**config.mk**
```make
export PLATFORM = sky130hd
export DESIGN_NAME = alu_op_sequencer
export DESIGN_NICKNAME = d
export VERILOG_FILES = /design/src/rtl/alu_seq_pkg.sv /design/src/rtl/alu_seq_regfile.sv /design/src/rtl/alu_op_sequencer.sv
export SDC_FILE = /design/constraint.sdc
export NUM_CORES = 1
export LEC_CHECK = 0
export CORE_UTILIZATION = 54
export CTS_BUF_LIST = sky130_fd_sc_hd__clkbuf_8
export DETAILED_ROUTE_END_ITERATION = 8
export PLACE_DENSITY = 0.93
export SETUP_SLACK_MARGIN = 0.4
export SYNTH_ARGS = -nofsm -noshare
export SYNTH_HDL_FRONTEND = slang
export SYNTH_HIERARCHICAL = 1
export SYNTH_SLANG_ARGS = --single-unit
```
**constraint.sdc**
```tcl
create_clock -name clk -period 2.8 [get_ports clk]
set_clock_uncertainty 0.2 [all_clocks]
set_input_delay 0.56 -clock clk [delete_from_list [all_inputs] [get_ports clk]]
set_output_delay 0.56 -clock clk [all_outputs]
set_load 0.02 [all_outputs]
```
**src/rtl/alu_seq_pkg.sv**
```systemverilog
// Shared types and sizing for the ALU command sequencer and its register file.
package alu_seq_pkg;

  localparam int REG_IDX_W  = 2;
  localparam int DATA_W     = 16;
  localparam int FUNC_W     = 3;
  localparam int SETTLE_MAX = 15;
  localparam int NUM_REGS   = 1 << REG_IDX_W;
  localparam int CNT_W      = 4;

  typedef enum logic [1:0] {
    IDLE = 2'd0,
    EXEC = 2'd1,
    DONE = 2'd2
  } seq_state_e;

  // Counter preload so that capture lands exactly SETTLE_CYCLES edges after accept.
  function automatic logic [CNT_W-1:0] settle_load(input int settle);
    return CNT_W'(settle - 1);
  endfunction

endpackage

```
**src/rtl/alu_seq_regfile.sv**
```systemverilog
// 4x16 register file: one synchronous write port, three combinational read ports.
module alu_seq_regfile
  import alu_seq_pkg::*;
(
  input  logic                 clk,
  input  logic                 rst,
  input  logic                 we,
  input  logic [REG_IDX_W-1:0] waddr,
  input  logic [DATA_W-1:0]    wdata,
  input  logic [REG_IDX_W-1:0] raddr_a,
  output logic [DATA_W-1:0]    rdata_a,
  input  logic [REG_IDX_W-1:0] raddr_b,
  output logic [DATA_W-1:0]    rdata_b,
  input  logic [REG_IDX_W-1:0] raddr_c,
  output logic [DATA_W-1:0]    rdata_c
);

  logic [DATA_W-1:0] regs_r [NUM_REGS];

  // Register storage with a single write port.
  always_ff @(posedge clk or posedge rst) begin
    if (rst) begin
      regs_r <= '{default: '0};
    end else if (we) begin
      regs_r[waddr] <= wdata;
    end
  end

  assign rdata_a = regs_r[raddr_a];
  assign rdata_b = regs_r[raddr_b];
  assign rdata_c = regs_r[raddr_c];

endmodule

```
**src/rtl/alu_op_sequencer.sv**
```systemverilog
// Command front-end for an external combinational ALU: operand fetch, settle hold,
// result write-back and a one-cycle response strobe.
module alu_op_sequencer
  import alu_seq_pkg::*;
#(
  parameter int SETTLE_CYCLES = 2
) (
  input  logic                 clk,
  input  logic                 rst,
  input  logic                 cmd_valid,
  output logic                 cmd_ready,
  input  logic [FUNC_W-1:0]    cmd_func,
  input  logic                 cmd_cin,
  input  logic [REG_IDX_W-1:0] cmd_srca,
  input  logic [REG_IDX_W-1:0] cmd_srcb,
  input  logic                 cmd_use_imm,
  input  logic [DATA_W-1:0]    cmd_imm,
  input  logic [REG_IDX_W-1:0] cmd_dst,
  output logic [DATA_W-1:0]    alu_a,
  output logic [DATA_W-1:0]    alu_b,
  output logic                 alu_cin,
  output logic [FUNC_W-1:0]    alu_func,
  input  logic [DATA_W-1:0]    alu_w,
  input  logic                 alu_zero,
  input  logic                 alu_neg,
  output logic                 rsp_valid,
  output logic [DATA_W-1:0]    rsp_data,
  output logic                 rsp_zero,
  output logic                 rsp_neg,
  input  logic [REG_IDX_W-1:0] rd_sel,
  output logic [DATA_W-1:0]    rd_data
);

  if (SETTLE_CYCLES < 1 || SETTLE_CYCLES > SETTLE_MAX) begin : g_bad_settle
    $error("alu_op_sequencer: SETTLE_CYCLES must be in 1..15");
  end

  seq_state_e           state_r, state_s;
  logic                 accept_s, capture_s;
  logic [CNT_W-1:0]     cnt_r;
  logic [REG_IDX_W-1:0] dst_r;
  logic [DATA_W-1:0]    rf_a_s, rf_b_s;
  logic [DATA_W-1:0]    alu_a_r, alu_b_r, rsp_data_r;
  logic                 alu_cin_r, rsp_zero_r, rsp_neg_r, rsp_valid_r, cmd_ready_r;
  logic [FUNC_W-1:0]    alu_func_r;

  alu_seq_regfile u_regfile (
    .clk     (clk),
    .rst     (rst),
    .we      (capture_s),
    .waddr   (dst_r),
    .wdata   (alu_w),
    .raddr_a (cmd_srca),
    .rdata_a (rf_a_s),
    .raddr_b (cmd_srcb),
    .rdata_b (rf_b_s),
    .raddr_c (rd_sel),
    .rdata_c (rd_data)
  );

  // FSM state register.
  always_ff @(posedge clk or posedge rst) begin
    if (rst) begin
      state_r <= IDLE;
    end else begin
      state_r <= state_s;
    end
  end

  // Next-state decode plus the accept and capture strobes.
  always_comb begin
    state_s   = state_r;
    accept_s  = 1'b0;
    capture_s = 1'b0;
    case (state_r)
      IDLE: begin
        if (cmd_valid) begin
          accept_s = 1'b1;
          state_s  = EXEC;
        end else begin
          state_s  = IDLE;
        end
      end
      EXEC: begin
        if (cnt_r == '0) begin
          capture_s = 1'b1;
          state_s   = DONE;
        end else begin
          state_s   = EXEC;
        end
      end
      DONE:    state_s = IDLE;
      default: state_s = IDLE;
    endcase
  end

  // Settle counter: preloaded at accept, counts down while executing.
  always_ff @(posedge clk or posedge rst) begin
    if (rst) begin
      cnt_r <= '0;
    end else if (accept_s) begin
      cnt_r <= settle_load(SETTLE_CYCLES);
    end else if (state_r == EXEC && cnt_r != '0) begin
      cnt_r <= cnt_r - 4'd1;
    end else begin
      cnt_r <= cnt_r;
    end
  end

  // Operand registers; sampled only at accept so the ALU sees stable inputs.
  always_ff @(posedge clk or posedge rst) begin
    if (rst) begin
      alu_a_r    <= '0;
      alu_b_r    <= '0;
      alu_cin_r  <= 1'b0;
      alu_func_r <= '0;
      dst_r      <= '0;
    end else if (accept_s) begin
      alu_a_r    <= rf_a_s;
      alu_b_r    <= cmd_use_imm ? cmd_imm : rf_b_s;
      alu_cin_r  <= cmd_cin;
      alu_func_r <= cmd_func;
      dst_r      <= cmd_dst;
    end
  end

  // Response registers; data and flags hold until the next capture.
  always_ff @(posedge clk or posedge rst) begin
    if (rst) begin
      rsp_data_r <= '0;
      rsp_zero_r <= 1'b0;
      rsp_neg_r  <= 1'b0;
    end else if (capture_s) begin
      rsp_data_r <= alu_w;
      rsp_zero_r <= alu_zero;
      rsp_neg_r  <= alu_neg;
    end
  end

  // Handshake outputs registered from the next state so they track the FSM exactly.
  always_ff @(posedge clk or posedge rst) begin
    if (rst) begin
      cmd_ready_r <= 1'b1;
      rsp_valid_r <= 1'b0;
    end else begin
      cmd_ready_r <= (state_s == IDLE);
      rsp_valid_r <= (state_s == DONE);
    end
  end

  assign cmd_ready = cmd_ready_r;
  assign rsp_valid = rsp_valid_r;
  assign rsp_data  = rsp_data_r;
  assign rsp_zero  = rsp_zero_r;
  assign rsp_neg   = rsp_neg_r;
  assign alu_a     = alu_a_r;
  assign alu_b     = alu_b_r;
  assign alu_cin   = alu_cin_r;
  assign alu_func  = alu_func_r;

endmodule

```
# Word level (Yosys, flattened, before mapping)
# Index checks and enable logic that the tools add are counted.
dict set report classes {
  eq_ne 2
  reduce_logical 7
  magnitude_cmp 5
  n_addsub 1
  n_mux 22
  n_bitwise 4
}
# operator n
set ops {}
lappend ops {{$mux W16} 8}
lappend ops {{$bmux W16 S2} 3}
lappend ops {{$bwmux W64} 1}
lappend ops {{$demux W16 S2} 1}
lappend ops {{$ge A3 B3 Y1 const B} 4}
lappend ops {{$not A2 Y3} 4}
lappend ops {{$mux W4} 2}
lappend ops {{$mux W1} 5}
lappend ops {{$logic_not A2 Y1} 2}
lappend ops {{$logic_not A4 Y1} 1}
lappend ops {{$pmux W2 S2} 1}
lappend ops {{$reduce_bool A4 Y1} 1}
lappend ops {{$sub A4 B1 Y4 const B} 1}
lappend ops {{$lt A3 B1 Y1 const B} 1}
lappend ops {{$eq A2 B1 Y1 const B} 1}
lappend ops {{$eq A2 B2 Y1 const B} 1}
lappend ops {{$logic_and A1 B1 Y1} 2}
lappend ops {{$mux W2} 1}
lappend ops {{$reduce_bool A2 Y1} 1}
dict set report word_totals {
  reg_bits 128
  out_inout_bits 72
  in_bits 50
}

# Depth between registers and ports, before layout
# Gate-level depths: netlist of run 1.
dict set report depth {
  ltp_word 6
  mapped_depth 9
  ltp_nobuf 7
}

# Cells and area by module
# The synthesis of run 1 kept the hierarchy.
# module seq_area_each_um2 area_each_um2 instances cells_per_inst
set by_module_without_submodules {}
lappend by_module_without_submodules {alu_seq_regfile 1601.5 3559.7 1 197}
lappend by_module_without_submodules {alu_op_sequencer 1602.8 2681.3 1 187}

# Least setup slack after synthesis of run 1
# OpenSTA, ideal clock, no wires.
dict set report synth_timing {
  path_kind {reg2reg}
  from {register cnt_r[0]}
  to {register u_regfile/regs_r[48] (netlist bit)}
  setup_slack_ns 0.410
  t_required_ns 2.475
  stages_incl_launch_ff 10
  t_arrival_ns 2.065
  synth_period_minus_slack_ns 2.390
  path_cell_list {dfrtp_1 -> inv_1 -> ha_1 -> nor3b_2 -> nand2_1 -> buf_6 -> inv_1 -> nor3b_4 -> buf_6 -> mux2_2}
}
dict set report synth_via {
  elab_chain_cells 3
}
# element line
set synth_lines {}
lappend synth_lines {{start, declared} alu_op_sequencer.sv:40} ;# logic [CNT_W-1:0] cnt_r;
lappend synth_lines {{start signal, assigned} alu_op_sequencer.sv:102} ;# cnt_r <= settle_load(SETTLE_CYCLES);
lappend synth_lines {{start signal, assigned} alu_op_sequencer.sv:104} ;# cnt_r <= cnt_r - 4'd1;
lappend synth_lines {{start signal, assigned} alu_op_sequencer.sv:106} ;# cnt_r <= cnt_r;
lappend synth_lines {{$logic_not A4 Y1} alu_op_sequencer.sv:85} ;# if (cnt_r == '0) begin
lappend synth_lines {{$mux W1} alu_op_sequencer.sv:85}
lappend synth_lines {{$mux W1} alu_op_sequencer.sv:75} ;# case (state_r)
lappend synth_lines {{named net capture_s} alu_op_sequencer.sv:39} ;# logic accept_s, capture_s;
lappend synth_lines {{end signal, assigned by index} alu_seq_regfile.sv:25} ;# regs_r[waddr] <= wdata;
lappend synth_lines {{end, declared} alu_seq_regfile.sv:18} ;# logic [DATA_W-1:0] regs_r [NUM_REGS];
# The timed path passes the listed nets, and every way through them passes these cells.
# A chain may end at the register's enable or synchronous reset.

# Final worst setup path of run 1
dict set report layout_timing {
  from {input rd_sel[0]}
  to {output rd_data[1]}
}
dict set report layout_via {
  elab_chain_cells 4
}
# element line
set layout_lines {}
lappend layout_lines {{start, declared} alu_op_sequencer.sv:30} ;# input logic [REG_IDX_W-1:0] rd_sel,
lappend layout_lines {{$not A2 Y3 (implied by the code)} alu_seq_regfile.sv:31} ;# assign rdata_c = regs_r[raddr_c];
lappend layout_lines {{$bmux W16 S2} alu_seq_regfile.sv:31}
lappend layout_lines {{$mux W16 (implied by the code) (2 in series)} alu_seq_regfile.sv:31}
lappend layout_lines {{end, declared} alu_op_sequencer.sv:31} ;# output logic [DATA_W-1:0] rd_data
# No other way between the ends. The select of a mux whose other input is x is not followed.

==> results.toml, run 1 <==
[power_and_ir_drop]
vdd_ir_drop_max_v = 0.0006249
p_per_area_nw_per_um2 = 1168
p_leak_nw = 3.496

[global_routing]
grt_pass1_wl_um = 24120
grt-ovfl-total = 0
antenna_found_initial = 0
grt_usage_pct = 28.43
first_global_vias = 4339
grt_max_degree = 65

[final_layout]
final_nets = 571
filler_cell_count = 703
most-common-layout-cells = "127 x dfrtp_1, 103 x clkdlybuf4s50_1, 65 x mux2_2, 48 x mux4_2, 24 x clkbuf_8"
area_growth_pct = 29.39
stdcell_area_um2 = 8075
final_common_cell = "dfrtp_1"
drive_gt1_share_pct = 39.36

[placed_design]
dp_hpwl_um = 10090
pre_cts_slack_ns = -0.3472
place.gp.congestion = 0.8177
placed_cell_area_um2 = 7641
io_buffer_count = 121

[die]
initial_utilization_pct = 56.58
io_pins = 122
die_h_um = 109.5
dieArea_um2 = 11990
core_area_um2 = 11030
rows = 38
die_x_um = 109.5

[synthesis]
ys_seq_elements = 128
yosysSeqAreaShare_pct = 51.34
synth_cell_types = 31
syn_inst = 384
ys_warn_count = 6
synth_area_um2 = 6241
syn_nets = 436
syn_avg_cell_area_um2 = 16.25

[critical_path]
cp.arrival_ns = 1.60
path_max_fanout = 8
crit_type = "in2out"
r2r_cells = 8
crit_path_start_kind = "input port"
critPathRequiredTime_ns = 2.04
end_kind = "primary output"

[clock_network]
clkTransAtPathRegs_ns = 0.07
cts.hold.buffers_added = 0
cts_root_buf = "clkbuf_8"
clk_path_buf_depth = 2
clock-sinks = 128
h-tree-depth = 4
insertion_delay_ns = 0.44
cts_tree = "done"
cts_buffers = 17

[hold_path]
holdPathStages = 1
hold_path_class = "reg2reg"

[drt]
wl_um = 15690
via_per_inst = 6.091
vias = 4093
drc_errors = 0
first_pass_iters = 4
ant_nets = 0
wl_per_cell_um = 23.35
drtIter0Drc = 331

[flow_run]
max_cap_violations = 0

[sta]
finalSetupViolations = 0
whs_ns = 0.2887
hold_violations = 0
rsz0062_at_grt = "yes"
min_period_over_period_pct = 84.14
max_freq_ghz = 0.4245
min_period_ns = 2.356
maxSlewViolCount = 0
maxSlewHeadroom_pct = 66.23
worst_slack_ns = 0.4441
tightest_slew_ns = 0.5066

[outcome]
status = "finished, final reports clean"
==> synthesized netlist by cell type <==
| master | n | share of area [%] |
|---|---|---|
| clkbuf_1 | 3 | 0.18 |
| nor3b_2 | 2 | 0.40 |
| ha_1 | 2 | 0.40 |
| nand3_2 | 1 | 0.16 |
| buf_2 | 10 | 0.80 |
| clkbuf_8 | 1 | 0.22 |
| nor2b_1 | 1 | 0.10 |
| dfrtp_1 | 127 | 51 |
| buf_6 | 4 | 0.72 |
| nand2_1 | 1 | 0.060 |
| nor3_1 | 2 | 0.16 |
| mux2_1 | 22 | 4.0 |
| a311oi_1 | 1 | 0.14 |
| nor3b_4 | 1 | 0.30 |
| mux2i_1 | 18 | 2.9 |
| nor2_1 | 17 | 1.0 |
| inv_1 | 6 | 0.36 |
| or2_1 | 1 | 0.10 |
| a22o_1 | 1 | 0.14 |
| and2b_1 | 1 | 0.12 |
| buf_4 | 7 | 0.84 |
| nand3b_2 | 2 | 0.36 |
| mux2_4 | 18 | 4.3 |
| o21bai_1 | 1 | 0.12 |
| mux2_2 | 65 | 12 |
| a31oi_1 | 1 | 0.10 |
| clkbuf_4 | 1 | 0.12 |
| dfstp_2 | 1 | 0.42 |
| nand2b_1 | 2 | 0.20 |
| a21oi_1 | 16 | 1.3 |
| mux4_2 | 48 | 17 |
==> what timing repair did <==
item                       in CTS  in global routing
pin swaps                       0                  0
resized for setup              73                  8
gates cloned                    2                  1
setup buffers                   0                  3
setup endpoints to repair      56                 51
==> metrics by stage <==
step / util [%] / TNS, ns / instances / total power [mW]
after floorplan: - / 0 / 384 / 6.128
after global placement: 69.27 / -5.121 / 634 / 7.666
after detailed placement: 69.27 / -5.188 / 634 / 7.911
after CTS: 72.71 / 0 / 667 / 9.387
after global routing: 73.19 / 0 / 671 / 9.891
final: 73.21 / 0 / 672 / 9.430
==> power by group <==
part / total [mW] / internal [mW] / switching (mW)
Clock: 1.54 / 0.851 / 0.691
Sequential: 3.61 / 2.79 / 0.815
Combinational: 4.28 / 2.42 / 1.86
Total: 9.43 / 6.07 / 3.36
==> worst max-delay path, stage by stage <==
cell and delay, ns:
clkbuf_4 0.16, buf_12 0.17, mux4_2 0.52, buf_2 0.18
==> path summary, 6_finish.rpt <==
path                                    startpoint                                to  slack (ns)
min in group asynchronous                      rst  u_regfile/regs_r[12]$_DFFE_PP0P_        0.37
max in group asynchronous                      rst               cmd_ready$_DFF_PP1_        1.61
max                                      rd_sel[0]                        rd_data[1]        0.44
min reg2reg                alu_func[0]$_DFFE_PP0N_           alu_func[0]$_DFFE_PP0N_        0.29
min                        alu_func[0]$_DFFE_PP0N_           alu_func[0]$_DFFE_PP0N_        0.29
max reg2reg                   cnt_r[0]$_DFFE_PP0P_  u_regfile/regs_r[63]$_DFFE_PP0P_        0.50
==> state kept, by name, indices dropped and copies added (netlist names) <==
signal	cells
rsp_zero	1
alu_cin	1
rsp_neg	1
rsp_data	16
alu_func	3
rsp_valid	1
alu_a	16
alu_b	16
dst_r	2
cmd_ready	1
cnt_r	4
u_regfile/regs_r	64
state_r	2
==> per-layer routing <==
metal	wire, µm	vias to the layer above	GRT usage, %	share of wire, %
met5	0	-	0	0
met2	7784	191	44.92	50
met4	506	0	14.76	3.2
met1	6348	2134	36.44	40
met3	1051	43	7.350	6.7
li1	-	1725	-	-
==> area by class of cell <==
type | count | area, µm² | area share (%)
antenna | 1 | 2.502 | 0.03099
clock buffer | 24 | 330.3 | 4.090
clock inverter | 7 | 57.56 | 0.7127
inverter | 6 | 25.02 | 0.3099
multi-input combinational | 224 | 2872 | 35.56
sequential | 128 | 3204 | 39.68
tap | 140 | 175.2 | 2.169
timing repair buffer | 142 | 1409 | 17.45
==> cell families (layout without fill, tap and decap cells) <==
group,Yosys count,in the layout,share of synthesized area (%)
muxes,171,171,40.24
DFF,128,128,51.34
buffers and inverters,32,179,3.248
and+or+nand+nor,31,31,2.987
AOI/OAI and AO/OA,20,20,1.784
adders and majority gates,2,2,0.4009
other,0,1,0
Note: power is estimated with default switching activity, not from simulation.
==> run 2: changes to the inputs <==
==> constraint.sdc (replaced) <==
create_clock -name clk -period 2.2 [get_ports clk]
set_clock_uncertainty 0.2 [all_clocks]
set_input_delay 0.44 -clock clk [delete_from_list [all_inputs] [get_ports clk]]
set_output_delay 0.44 -clock clk [all_outputs]
set_load 0.02 [all_outputs]
==> run 2 against run 1 <==
Compared with the run above: the flow now finishes with violations (setup timing); die area is the same; sequential cell count unchanged; critical path depth is 4 higher; count of clock-buffer cells in the layout decreased by 5; total power increased by 50%; register-to-register slack worse by 0.52 ns; final cell count increased by 14%; final area is 13% higher; via count grew 19%; non-clock buffer count up 91; worst hold slack lost 0.033 ns.
==> results.toml, run 2 (synthesized netlist as in run 1, its figures left out) <==
[critical_path]
worst-path-buf-inv = 3
path_common_cell = "nor3b_4"
cpMaxStageDelayCell = "dfrtp_1"
crit_type = "reg2reg"
cp.arrival_ns = 2.35
crit_path_start_kind = "flip-flop"
r2r-end = "u_regfile/regs_r[62]$_DFFE_PP0P_"
end_kind = "flip-flop"
path_max_fanout = 7
cp_num_cells = 8
critPathRequiredTime_ns = 2.33
startpoint = "cnt_r[1]$_DFFE_PP0P_"
r2r_cells = 8
slowest_delay_ns = 0.42
r2r_slack_ns = -0.02
r2r_start = "cnt_r[1]$_DFFE_PP0P_"
crit_family = "simple AND/OR/NAND/NOR gates"
crit_path_end = "u_regfile/regs_r[62]$_DFFE_PP0P_"
worstPathCellList = "inv_2 -> ha_4 -> nor3b_4 -> nand2_2 -> inv_4 -> nor3b_4 -> buf_6 -> mux2_4"

[power_and_ir_drop]
internal-power_mw = 8.784
vdd_ir_drop_max_v = 0.0009731
p_sw_share_pct = 37.86
power_switching_mw = 5.353
p_per_area_nw_per_um2 = 1549
p_leak_nw = 4.138
combinationalPowerShare_pct = 51.9
seq_power_share_pct = 32.2
clock_power_share_pct = 15.9

[final_layout]
final_common_cell = "dfrtp_1"
n_antenna_cell = 0
largest_reg_flops = 64
drive_gt1_share_pct = 54.41
largest-register = "u_regfile/regs_r"
multiInputGateArea_um2 = 2947
area_growth_pct = 46.21
seq_area_um2 = 3206
stdcell_area_um2 = 9125
filler_cell_count = 538
final_nets = 662
most-common-layout-cells = "126 x dfrtp_1, 76 x buf_4, 50 x mux2_2, 48 x mux4_2, 45 x clkdlybuf4s50_1"

[placed_design]
io_buffer_count = 121
place.gp.congestion = 0.8735
dp_hpwl_um = 10670
placed_cell_area_um2 = 7789

[clock_network]
h-tree-depth = 4
clk_path_buf_depth = 2
insertion_delay_ns = 0.45
cts_buffers = 17
cts_tree = "done"
clkTransAtPathRegs_ns = 0.09
cts_root_buf = "clkbuf_8"
cts.hold.buffers_added = 0
clock-sinks = 128

[drt]
via_per_inst = 6.364
wl_um = 21550
drtIter0Drc = 433
first_pass_iters = 6
wl_per_cell_um = 28.24
drc_errors = 0
ant_nets = 0
vias = 4856

[die]
core_area_um2 = 11030
initial_utilization_pct = 56.58
dieArea_um2 = 11990
rows = 38
die_h_um = 109.5
io_pins = 122
die_x_um = 109.5

[sta]
max_freq_ghz = 0.4503
whs_ns = 0.2556
maxSlewHeadroom_pct = 67.06
finalSetupViolations = 7
worst_slack_ns = -0.02068
rsz0062_at_grt = "yes"
hold_violations = 0
min_period_ns = 2.221
min_period_over_period_pct = 100.9
maxSlewViolCount = 0
tightest_slew_ns = 0.4930

[global_routing]
first_global_vias = 5120
grt_usage_pct = 35.90
grt-ovfl-total = 0
antenna_found_initial = 0
grt_max_degree = 65
grt_pass1_wl_um = 29900

[hold_path]
hold_path_class = "in2async"

[flow_run]
max_cap_violations = 0

[outcome]
status = "finished with violations"
violations = "setup timing"
==> run 2: cell count changes in the layout (fill, tap and decap cells not counted), moves of 6 or more <==
cell / delta
mux2_2: -15
buf_4: +65
buf_2: -14
buf_6: +27
clkdlybuf4s50_1: -58
mux2_4: +16
clkdlybuf4s15_1: +26
buf_16: +6
clkinvlp_4: +7
buf_12: +8
clkbuf_2: +27
==> run 2: layout make-up <==
cell class / count / share of cell area, %
Clock buffer: 19 / 2.866
Clock inverter: 13 / 1.755
Multi-Input combinational cell: 224 / 32.29
Timing Repair Buffer: 233 / 25.68
Inverter: 6 / 0.3565
Tap cell: 140 / 1.920
Sequential cell: 128 / 35.13
==> run 2: worst min-delay path by stage <==
stage,start,end,slack [ns],cells past startpoint
3_5_place_dp,alu_func[0]$_DFFE_PP0N_,alu_func[0]$_DFFE_PP0N_,0.28,1
3_3_place_gp,alu_a[1]$_DFFE_PP0N_,alu_a[1]$_DFFE_PP0N_,0.27,1
6_report,rst,cnt_r[0]$_DFFE_PP0P_,0.26,2
2_1_floorplan,state_r[0]$_DFF_PP0_,cmd_ready$_DFF_PP1_,0.27,1
5_1_grt,rst,cnt_r[0]$_DFFE_PP0P_,0.26,2
4_1_cts,rst,cnt_r[0]$_DFFE_PP0P_,0.28,2
==> run 2: metal layers <==
layer | wire length [µm] | global-route usage [%] | up-vias
li1 | - | - | 1912
met1 | 7782 | 44.36 | 2499
met2 | 10750 | 58.31 | 351
met3 | 2014 | 8.654 | 94
met4 | 995 | 20.10 | 0
met5 | 0 | 0 | -
==> run 2: power by group through the flow <==
stage               registers [mW]  logic [mW]  clock network [mW]
finish                        4.55        7.34                2.25
global route                  4.62        7.62                2.35
CTS                           4.42        6.64                2.18
detailed placement            4.58        5.61                   0
global placement              4.44        5.40                   0
floorplan                     4.89        2.93                   0
==> run 2: stage by stage <==
step | instances | util, % | TNS [ns] | setup WS, ns | power [mW]
after detailed placement | 642 | 70.61 | -14.62 | -0.7137 | 10.19
after global placement | 642 | 70.61 | -12.94 | -0.6711 | 9.842
after global routing | 763 | 82.72 | -0.3491 | -0.04811 | 14.59
after floorplan | 384 | - | -0.9700 | -0.09700 | 7.827
after CTS | 730 | 81.58 | 0 | 0.02047 | 13.24
final | 763 | 82.72 | -0.08710 | -0.02068 | 14.14
==> run 2: what timing repair did <==
action	in CTS	in global routing
gates cloned	10	0
endpoints found under the hold margin	0	0
setup endpoints to repair	186	145
pin swaps	1	1
setup buffers	46	33
gates resized for setup	254	54
==> run 2: worst reg2reg max path: cells and delay by family (launching register included) <==
kind,cells,cell delay [ns]
buf+inv,3,0.41
flops,1,0.42
fa+ha+maj,1,0.14
simple gates,3,0.62
mux,1,0.32
